===== src/rtl/cpu_hazard_scoreboard.sv =====
// Decode-to-execute issue controller: tracks pending writes of long-latency ops,
// stalls on RAW/WAW/capacity hazards, sequences fence drains and latches faults.
module cpu_hazard_scoreboard #(
    parameter int MAX_OUTSTANDING = 4,
    parameter int STALL_TIMEOUT   = 1024,
    parameter int CNT_W           = 5
) (
    input  logic             i_clock,
    input  logic             i_reset,
    input  logic             i_valid,
    input  logic [2:0]       i_have_rs,
    input  logic [4:0]       i_rs1,
    input  logic [4:0]       i_rs2,
    input  logic [4:0]       i_rs3,
    input  logic [4:0]       i_rd,
    input  logic             i_long,
    input  logic             i_fence,
    input  logic             i_exec_ready,
    input  logic             i_wb_valid,
    input  logic [4:0]       i_wb_rd,
    output logic             o_issue,
    output logic             o_stall,
    output logic [31:0]      o_pending,
    output logic [CNT_W-1:0] o_outstanding,
    output logic             o_fault
);

    localparam int SC_W = $clog2(STALL_TIMEOUT + 1);
    localparam logic [SC_W-1:0]  SC_MAX  = SC_W'(STALL_TIMEOUT);
    localparam logic [SC_W-1:0]  SC_LAST = SC_W'(STALL_TIMEOUT - 1);
    localparam logic [CNT_W-1:0] CNT_MAX = CNT_W'(MAX_OUTSTANDING);

    typedef enum logic [1:0] {
        ST_RUN   = 2'd0,
        ST_DRAIN = 2'd1,
        ST_FAULT = 2'd2
    } state_t;

    function automatic logic [31:0] onehot32(input logic [4:0] idx);
        return 32'd1 << idx;
    endfunction

    logic [1:0]       rst_sync_r;
    logic             rst_n_s;
    state_t           state_r, state_next_s;
    logic [31:0]      pending_r, pending_next_s;
    logic [CNT_W-1:0] outstanding_r, outstanding_next_s, out_eff_s;
    logic [SC_W-1:0]  stall_cnt_r, stall_cnt_next_s;
    logic             fault_r;
    logic [31:0]      wb_mask_s, eff_pending_s, set_mask_s;
    logic             raw_s, waw_s, full_s, hazard_s, drain_go_s;
    logic             issue_s, stall_s, fault_event_s;

    // Reset synchronizer: asserts immediately, releases on the clock
    always_ff @(posedge i_clock or negedge i_reset) begin
        if (!i_reset) begin
            rst_sync_r <= 2'b00;
        end else begin
            rst_sync_r <= {rst_sync_r[0], 1'b1};
        end
    end

    assign rst_n_s = rst_sync_r[1];

    // Hazard detection against pending bits after same-cycle writeback
    always_comb begin
        wb_mask_s     = i_wb_valid ? onehot32(i_wb_rd) : 32'd0;
        eff_pending_s = pending_r & ~wb_mask_s;
        out_eff_s     = outstanding_r - CNT_W'(i_wb_valid);
        raw_s = (i_have_rs[0] & eff_pending_s[i_rs1]) |
                (i_have_rs[1] & eff_pending_s[i_rs2]) |
                (i_have_rs[2] & eff_pending_s[i_rs3]);
        waw_s    = i_long & (i_rd != 5'd0) & eff_pending_s[i_rd];
        full_s   = i_long & (out_eff_s == CNT_MAX);
        hazard_s = raw_s | waw_s | full_s;
    end

    // Issue/stall decision and next state
    always_comb begin
        stall_s      = 1'b0;
        issue_s      = 1'b0;
        drain_go_s   = 1'b0;
        state_next_s = state_r;
        case (state_r)
            ST_RUN: begin
                drain_go_s = i_valid & i_fence & ~hazard_s & (out_eff_s != {CNT_W{1'b0}});
                stall_s    = i_valid & (hazard_s | ~i_exec_ready | drain_go_s);
                issue_s    = i_valid & ~stall_s;
                if (drain_go_s) begin
                    state_next_s = ST_DRAIN;
                end else begin
                    state_next_s = ST_RUN;
                end
            end
            ST_DRAIN: begin
                stall_s = i_valid;
                if (out_eff_s == {CNT_W{1'b0}}) begin
                    state_next_s = ST_RUN;
                end else begin
                    state_next_s = ST_DRAIN;
                end
            end
            ST_FAULT: begin
                stall_s      = i_valid;
                state_next_s = ST_FAULT;
            end
            default: begin
                stall_s      = i_valid;
                state_next_s = ST_FAULT;
            end
        endcase

        // Orphan/underflow writebacks and watchdog expiry are all fatal
        fault_event_s = (state_r != ST_FAULT) & (
                        (i_wb_valid & (outstanding_r == {CNT_W{1'b0}})) |
                        (i_wb_valid & (i_wb_rd != 5'd0) & ~pending_r[i_wb_rd]) |
                        (stall_s & (stall_cnt_r >= SC_LAST)));
        if (fault_event_s) begin
            state_next_s = ST_FAULT;
        end else begin
            state_next_s = state_next_s;
        end
    end

    // Pending bits, outstanding count and stall watchdog next values
    always_comb begin
        set_mask_s = (issue_s & i_long & (i_rd != 5'd0)) ? onehot32(i_rd) : 32'd0;
        pending_next_s = ((pending_r & ~wb_mask_s) | set_mask_s) & ~32'd1;
        case ({issue_s & i_long, i_wb_valid & (outstanding_r != {CNT_W{1'b0}})})
            2'b10:   outstanding_next_s = outstanding_r + CNT_W'(1);
            2'b01:   outstanding_next_s = outstanding_r - CNT_W'(1);
            default: outstanding_next_s = outstanding_r;
        endcase
        if (stall_s) begin
            if (stall_cnt_r != SC_MAX) begin
                stall_cnt_next_s = stall_cnt_r + SC_W'(1);
            end else begin
                stall_cnt_next_s = stall_cnt_r;
            end
        end else begin
            stall_cnt_next_s = {SC_W{1'b0}};
        end
    end

    // State registers; tracking is frozen once faulted
    always_ff @(posedge i_clock or negedge rst_n_s) begin
        if (!rst_n_s) begin
            state_r       <= ST_RUN;
            pending_r     <= 32'd0;
            outstanding_r <= {CNT_W{1'b0}};
            stall_cnt_r   <= {SC_W{1'b0}};
            fault_r       <= 1'b0;
        end else begin
            state_r <= state_next_s;
            fault_r <= fault_r | fault_event_s;
            if (state_r != ST_FAULT) begin
                pending_r     <= pending_next_s;
                outstanding_r <= outstanding_next_s;
                stall_cnt_r   <= stall_cnt_next_s;
            end
        end
    end

    assign o_issue       = issue_s & rst_n_s;
    assign o_stall       = stall_s & rst_n_s;
    assign o_pending     = pending_r;
    assign o_outstanding = outstanding_r;
    assign o_fault       = fault_r;

endmodule


===== config.mk =====
export PLATFORM = sky130hd
export DESIGN_NAME = cpu_hazard_scoreboard
export DESIGN_NICKNAME = d
export VERILOG_FILES = /design/src/rtl/cpu_hazard_scoreboard.sv
export SDC_FILE = /design/constraint.sdc
export NUM_CORES = 1
export LEC_CHECK = 0
export BUFFER_PORTS_ARGS = -buffer_cell sky130_fd_sc_hd__buf_2
export CAP_MARGIN = 10
export CORE_ASPECT_RATIO = 2
export CORE_MARGIN = 2
export CORE_UTILIZATION = 46
export CTS_BUF_LIST = sky130_fd_sc_hd__clkbuf_16
export DETAILED_ROUTE_END_ITERATION = 16
export PLACE_DENSITY = 0.66
export SYNTH_ARGS = -nofsm -noshare
export SYNTH_HDL_FRONTEND = slang
export SYNTH_SLANG_ARGS = --single-unit

===== constraint.sdc =====
create_clock -name i_clock -period 3.4 [get_ports i_clock]
set_clock_uncertainty 0.1 [all_clocks]
set_input_delay 0 -clock i_clock [delete_from_list [all_inputs] [get_ports i_clock]]
set_output_delay 0 -clock i_clock [all_outputs]
set_load 0.02 [all_outputs]

==> results of run 1 <==
==> registers in the layout, indices dropped and copies added (netlist names) <==
signal / count
o_fault: 1
o_outstanding: 5
o_pending: 31
rst_sync_r: 2
stall_cnt_r: 11
state_r: 2
==> critical path, stage by stage (launching register included) <==
cell      delay, ps
dfrtp_1         420
buf_4           180
mux4_2          450
nand3_1         110
a211oi_1        120
o311ai_4        340
and4_4          300
nand4_1         130
ha_2            240
fa_2            370
a21o_1          170
a21oi_2         140
xnor2_1         140
nand2_1          90
xnor2_1         140
==> power by group <==
part	switching (mW)	internal [mW]
registers	0.0516	0.668
clock network	0.234	0.424
logic	0.472	0.398
==> worst max-delay path by stage <==
stage	endpoint	slack (ps)	depth (start not counted)
after floorplan	o_outstanding[4]$_DFFE_PN0P_	1	14
after global placement	o_outstanding[4]$_DFFE_PN0P_	-610	18
after detailed placement	o_outstanding[4]$_DFFE_PN0P_	-630	18
after CTS	o_outstanding[4]$_DFFE_PN0P_	-170	13
after global routing	o_outstanding[4]$_DFFE_PN0P_	-310	15
final	o_outstanding[4]$_DFFE_PN0P_	-160	14
==> area by class of cell <==
type | count | area, µm²
clock inverters | 3 | 68.8
flip-flops and latches | 52 | 1310
well taps | 142 | 178
multi-input cells | 472 | 3700
repair buffers | 211 | 1490
fillers | 1015 | 4290
clock buffers | 5 | 125
inverters | 16 | 60.1
==> cells by family (layout without fill, tap and decap cells) <==
family / after synthesis / in the layout / share of synthesized area, %
XOR/XNOR: 27 / 27 / 4.51
AND/OR/NAND/NOR: 205 / 205 / 22.9
buffers and inverters: 69 / 235 / 5.84
multiplexers: 64 / 64 / 15.8
other: 2 / 2 / 0.143
adder cells (fa/ha/maj): 8 / 8 / 2.05
AO/OA/AOI/OAI: 166 / 166 / 24.0
flip-flops: 52 / 52 / 24.8
==> placed cells by master (no fill, tap or decap), drive strengths merged, types with 14 or more instances in the layout <==
| cell | count |
|---|---|
| nand2b | 21 |
| mux4 | 14 |
| o21ai | 39 |
| and3 | 16 |
| nand2 | 36 |
| xnor2 | 21 |
| o41ai | 15 |
| o31ai | 19 |
| nor3 | 15 |
| dfrtp | 52 |
| nand3 | 22 |
| inv | 17 |
| nor2 | 20 |
| mux2i | 40 |
| a21oi | 14 |
| buf | 207 |
==> metal layers <==
metal	track usage, %	share of wire [%]	up-vias
met2	65.9	52	290
met1	38.4	33	2909
met3	4.81	5.4	112
met4	33.3	10	0
met5	0	0	-
li1	-	-	2646
==> what timing repair did <==
item	4_1_cts	5_1_grt
hold buffers	4	0
gates resized for setup	5	4
setup buffers	1	0
endpoints found under the setup margin	3	3
pin swaps	3	0
endpoints found under the hold margin	7	0
==> through the flow <==
step	hold WS [ps]	area [µm²]	instances	util (%)	setup slack (ps)
6_report	16.4	6930	901	61.8	-161
5_1_grt	25.6	6930	901	61.8	-310
2_1_floorplan	-396	5270	593	-	1.38
4_1_cts	10.5	6910	901	61.6	-173
3_3_place_gp	-315	6650	888	59.3	-612
3_5_place_dp	-312	6650	888	59.3	-635
==> cell usage after synthesis (all sizes together), types with 4 or more instances <==
master   number
a311oi       11
o22ai         6
nand2b       21
a31oi         9
nand4         8
nand3        22
nor4b         5
mux2         10
nand2        36
inv          16
nor3b         7
nor2b        12
ha            7
o311ai        5
nor4          6
o21ai        39
a211oi        6
a21oi        14
xnor2        21
buf          30
dfrtp        52
and3         16
nor3         15
nor2         20
nand3b        8
o2111ai       6
or2           5
nand4b        7
o41ai        15
or4           4
mux4         14
o31ai        19
mux2i        40
clkbuf       23
xor2          6
==> metrics.md, run 1 <==
| Metric | Value |
|---|---|
| Status | `finished with violations` |
| Failing checks | `negative setup slack` |
| I/O pin total | `75` |
| Mapped Nets | `636` |
| Initial antenna violation count | `0` |
| Remaining DRCs | `0` |
| Final worst slack | `-161 ps` |
| Worst R2R Path Depth | `14` |
| WL per Instance | `25.5 µm` |
| Setup CP Type | `flip-flop to flip-flop` |
| Setup TNS | `-246 ps` |
| H-tree depth | `2` |
| Clock slew at reported path FFs | `70 ps` |
| GRT Resource Usage Total | `37.9%` |
| Drt initial violations | `442` |
| CTS Buf Count | `5` |
| Cell Rows | `55` |
| Clk Tree Root Cell | `clkbuf_16` |
| Routability cong. | `1.09` |
| Hold Path End | `o_pending[19]$_DFFE_PN0P_` |
| Lkg Pwr | `3.06 nW` |
| Synth cell types | `73` |
| Area growth, synth to finish | `32.0%` |
| Clock Path Buffers | `2` |
| Setup violators final | `2` |
| ANT nets after route | `0` |
| HPWL Detailed | `18500 µm` |
| CORE AREA | `0.0112 mm²` |
| Reg2Reg Setup Slack | `-160 ps` |
| Vias | `5957` |
| Critical Path RT | `3480 ps` |
| WP data arrival | `3640 ps` |
| Layout cells sized above 1 | `36.1%` |
| Sequential fraction of the synthesis area | `24.8%` |
| Max FO, Critical Path | `6` |
| Synth top area share | `24.8%` |
| Post-Synthesis Cell Area | `0.00525 mm²` |
| Initial Utilization | `46.8%` |
| Max-Slew Margin vs Limit | `56.8%` |
| Chip Width | `79.5 µm` |
| Clk_lat worst skew | `300 ps` |
| FMAX | `0.281 GHz` |
| Peak VDD IR | `0.579 mV` |
| Max Slew Vio Count | `0` |
| CP startpoint | `o_pending[8]$_DFFE_PN0P_` |
| Tmin final | `3560 ps` |
| I/O Buffers | `73` |
| Area leader, netlist | `dfrtp_1` |
| Final-report hold violation count | `0` |
| Via-to-Cell Ratio | `6.61` |
| Detailed-router iteration count before antenna repair | `5` |
| RR Endpoint | `o_outstanding[4]$_DFFE_PN0P_` |
| Fin crit share | `105%` |
| Worst Hold Depth | `2` |
| Top_reg_cell synth | `dfrtp_1` |
| Post-synth EDFFs | `0` |
| Largest net degree at the start of global routing | `51` |
| Main area contributors after synthesis | `dfrtp_1 25%, mux2i_1 7.6%, mux4_2 6.0%, o21ai_0 3.7%, xnor2_1 3.5%` |
| Max-Cap Viols | `0` |
| Final net count | `801` |
| Worst Tran Pin Value | `647 ps` |
| Total design power | `2.25 mW` |
| GR Overflow Total | `0` |
| Worst setup SP type | `flip-flop` |
| #FFs+latches synth | `52` |
| Die area | `0.0123 mm²` |
| Critical hold path startpoint | `i_rd[2]` |
| Hold crit path type | `input port to flip-flop` |
| DRT Wirelength | `23000 µm` |
| Cell area power density | `324 mW/mm²` |
| RSZ-0062 raised after global routing | `yes` |
| CTS tree | `yes` |
| Asr flop ratio synth | `100%` |
| ANT cells | `0` |
| CP Capture Type | `flip-flop` |
| Syn. warnings | `0` |
| Syn_area_per_cell | `8.85 µm²` |
| Die Span Y | `155 µm` |
| First-pass GRT wire length | `34600 µm` |
| Gate Count Post-Synth | `593` |
| Number of global-route vias before repair | `6098` |
| Clock Sinks | `52` |
| RR Startpoint | `o_pending[8]$_DFFE_PN0P_` |
No activity file was read; power rests on OpenSTA's default activity.
==> run 2, diff against run 1 <==
- CTS_BUF_LIST: sky130_fd_sc_hd__clkbuf_16 -> unset
- MAX_ROUTING_LAYER: unset -> met4
==> metrics.md, run 2 (synthesis gave the netlist of run 1 again) <==
| Metric | Value |
|---|---|
| Final worst slack | `-153 ps (was -161 ps)` |
| Slowest cell on crit path | `a2111o_1 (was mux4_2)` |
| Final-report hold violation count | `0 (unchanged)` |
| Vias | `5961 (was 5957)` |
| Slowest stage delay, CP | `430 ps (was 450 ps)` |
| Layout cells sized above 1 | `36.4% (was 36.1%)` |
| Clk Tree Root Cell | `clkbuf_16 (unchanged)` |
| Detailed-router iteration count before antenna repair | `5 (unchanged)` |
| DRT Wirelength | `23000 µm (about the same)` |
| Sw frac | `33.5% (was 33.7%)` |
| Die Span Y | `155 µm (unchanged)` |
| GRT Resource Usage Total | `39.3% (was 37.9%)` |
| First-pass GRT wire length | `35000 µm (was 34600 µm)` |
| ANT nets after route | `0 (unchanged)` |
| Remaining DRCs | `0 (unchanged)` |
| Peak VDD IR | `0.585 mV (was 0.579 mV)` |
| Via-to-Cell Ratio | `6.56 (was 6.61)` |
| WL per Instance | `25.3 µm (was 25.5 µm)` |
| CTS tree | `yes (unchanged)` |
| Setup violators final | `2 (unchanged)` |
| Hold crit path type | `input port to flip-flop (unchanged)` |
| Inst Count DP | `896 (was 888)` |
| Cell Rows | `55 (unchanged)` |
| Area growth, synth to finish | `31.9% (was 32.0%)` |
| Logic gate share of total power | `38.2% (was 38.7%)` |
| Routability cong. | `1.07 (was 1.09)` |
| Clock Sinks | `52 (unchanged)` |
| Worst setup SP type | `flip-flop (unchanged)` |
| Max FO, Critical Path | `4 (was 6)` |
| CP dominant cell by count | `xnor2_1 (unchanged)` |
| Chip Width | `79.5 µm (unchanged)` |
| CTS Buf Count | `5 (unchanged)` |
| Tmin final | `3550 ps (was 3560 ps)` |
| Fill count | `1028 (was 1015)` |
| CP top delay family | `compound AO/OA/AOI/OAI gates (unchanged)` |
| I/O pin total | `75 (unchanged)` |
| Max-Cap Viols | `0 (unchanged)` |
| Max Slew Vio Count | `0 (unchanged)` |
| Setup CP Type | `flip-flop to flip-flop (unchanged)` |
| Final core occ | `61.7% (was 61.8%)` |
| GR Overflow Total | `0 (unchanged)` |
| P_int | `1.49 mW (about the same)` |
| HPWL Detailed | `18700 µm (was 18500 µm)` |
| Number of global-route vias before repair | `6146 (was 6098)` |
| Commonest non-fill, non-tap cells in the layout | `139 x buf_4, 73 x buf_2, 48 x dfrtp_1 (was 128 x buf_4, 73 x buf_2, 48 x dfrtp_1)` |
| CORE AREA | `0.0112 mm² (unchanged)` |
| Largest net degree at the start of global routing | `51 (unchanged)` |
| Worst Tran Pin Value | `651 ps (was 647 ps)` |
| Critical Path RT | `3480 ps (about the same)` |
| Postcts setup bufs | `0 (was 1)` |
| Clk pwr share | `29.6% (was 29.3%)` |
| Busiest grt layer | `met2 (unchanged)` |
| Reg power frac | `32.2% (was 32.0%)` |
| H-tree depth | `2 (unchanged)` |
| Number of flip-flops in the largest register | `31 (unchanged)` |
| Final net count | `808 (was 801)` |
| Fin cells | `908 (was 901)` |
| Clock slew at reported path FFs | `70 ps (about the same)` |
| GRT met3 Usage | `4.18% (was 4.81%)` |
| I/O Buffers | `73 (unchanged)` |
| Switching Power | `0.750 mW (was 0.758 mW)` |
| DP Area | `0.00666 mm² (was 0.00665 mm²)` |
| RSZ-0062 raised after global routing | `yes (unchanged)` |
| Fin crit share | `105% (about the same)` |
| Post-route cell area | `0.00693 mm² (about the same)` |
| Lkg Pwr | `3.08 nW (was 3.06 nW)` |
| Met1 Use GR | `38.3% (was 38.4%)` |
| Initial Utilization | `46.8% (unchanged)` |
| Failing checks | `negative setup slack (unchanged)` |
| Clock Path Buffers | `2 (unchanged)` |
| Commonest non-fill, non-tap cell in the layout | `buf_4 (unchanged)` |
| CP bufs+invs | `0 (was 1)` |
| Cell area power density | `323 mW/mm² (was 324 mW/mm²)` |
| Max-Slew Margin vs Limit | `56.6% (was 56.8%)` |
| WP data arrival | `3630 ps (was 3640 ps)` |
| Clk_lat worst skew | `300 ps (about the same)` |
| CP Capture Type | `flip-flop (unchanged)` |
| Die area | `0.0123 mm² (unchanged)` |
| Status | `finished with violations (unchanged)` |
| Global Route met2 Usage | `66.7% (was 65.9%)` |
| Drt initial violations | `501 (was 442)` |
| Cell Chain, Critical Path | `a21boi_2 -> a2111o_1 -> a311o_1 -> o311ai_4 -> and4_4 -> nand4_1 -> ha_2 -> fa_2 -> a21o_1 -> a21oi_2 -> xnor2_1 -> nand2_1 -> xnor2_1 (was buf_4 -> mux4_2 -> nand3_1 -> a211oi_1 -> o311ai_4 -> and4_4 -> nand4_1 -> ha_2 -> fa_2 -> a21o_1 -> a21oi_2 -> xnor2_1 -> nand2_1 -> xnor2_1)` |
| FMAX | `0.281 GHz (about the same)` |
| Initial antenna violation count | `0 (unchanged)` |
| ANT cells | `0 (unchanged)` |
==> run 2: cell count changes in the layout (fill, tap and decap cells not counted), sizes merged <==
cell and delta:
buf +7
==> run 2: what timing repair did <==
item	CTS	global route
hold buffers	4	0
hold endpoints to repair	7	0
pin swaps	2	1
setup endpoints to repair	7	4
gates resized for setup	5	2
==> run 2: area by class of cell <==
type / instances / area [µm²] / area share (%)
clock inverter: 3 / 68.8 / 0.994
tap: 142 / 178 / 2.57
inverter: 16 / 60.1 / 0.867
sequential: 52 / 1310 / 18.9
timing repair buffer: 218 / 1490 / 21.5
multi-input combinational: 472 / 3700 / 53.4
clock buffer: 5 / 125 / 1.81
==> run 2: path summary, 6_finish.rpt <==
kind | from | endpoint | slack, ps | depth (start not counted)
min in group asynchronous | rst_sync_r[1]$_DFF_PN0_ | state_r[1]$_DFF_PN0_ | 300 | 1
worst max-delay path | o_pending[5]$_DFFE_PN0P_ | o_outstanding[4]$_DFFE_PN0P_ | -150 | 13
worst min register to register | rst_sync_r[0]$_DFF_PN0_ | rst_sync_r[1]$_DFF_PN0_ | 250 | 0
worst min-delay path | i_rd[4] | o_pending[11]$_DFFE_PN0P_ | 50 | 4
max in group asynchronous | rst_sync_r[1]$_DFF_PN0_ | o_outstanding[0]$_DFFE_PN0P_ | 2430 | 1
worst max register to register | o_pending[5]$_DFFE_PN0P_ | o_outstanding[4]$_DFFE_PN0P_ | -150 | 13
==> run 2: per-stage QoR <==
stage | power (mW) | TNS, ps | setup WS, ps | hold WS (ps)
after floorplan | 1.20 | 0 | 1.38 | -396
final | 2.24 | -288 | -153 | 47.3
after global placement | 1.55 | -4670 | -780 | -315
after CTS | 2.23 | -272 | -150 | 52.0
after global routing | 2.32 | -533 | -298 | 91.9
after detailed placement | 1.56 | -6660 | -811 | -313
==> run 2: worst register-to-register path, cell delays in order, from the launching register on <==
cell      delay [ps]
dfrtp_2          400
a21boi_2         170
a2111o_1         430
a311o_1          370
o311ai_4         280
and4_4           290
nand4_1          150
ha_2             250
fa_2             360
a21o_1           170
a21oi_2          120
xnor2_1          120
nand2_1           80
xnor2_1          140
==> run 2: power by group through the flow <==
| stage | combinational (mW) | clock, mW | sequential [mW] |
|---|---|---|---|
| 2_1_floorplan | 0.417 | 0 | 0.787 |
| 3_3_place_gp | 0.822 | 0 | 0.726 |
| 3_5_place_dp | 0.833 | 0 | 0.729 |
| 4_1_cts | 0.846 | 0.670 | 0.717 |
| 5_1_grt | 0.917 | 0.682 | 0.725 |
| 6_report | 0.854 | 0.663 | 0.719 |
==> run 2: layer usage <==
metal  vias to the layer above  wire (µm)  share of wire [%]
li1                       2650          -                  -
met1                      2891       7510                 33
met2                       288      11800                 51
met3                       132       1100                4.8
met4                         0       2550                 11
met5                         -          0                  0
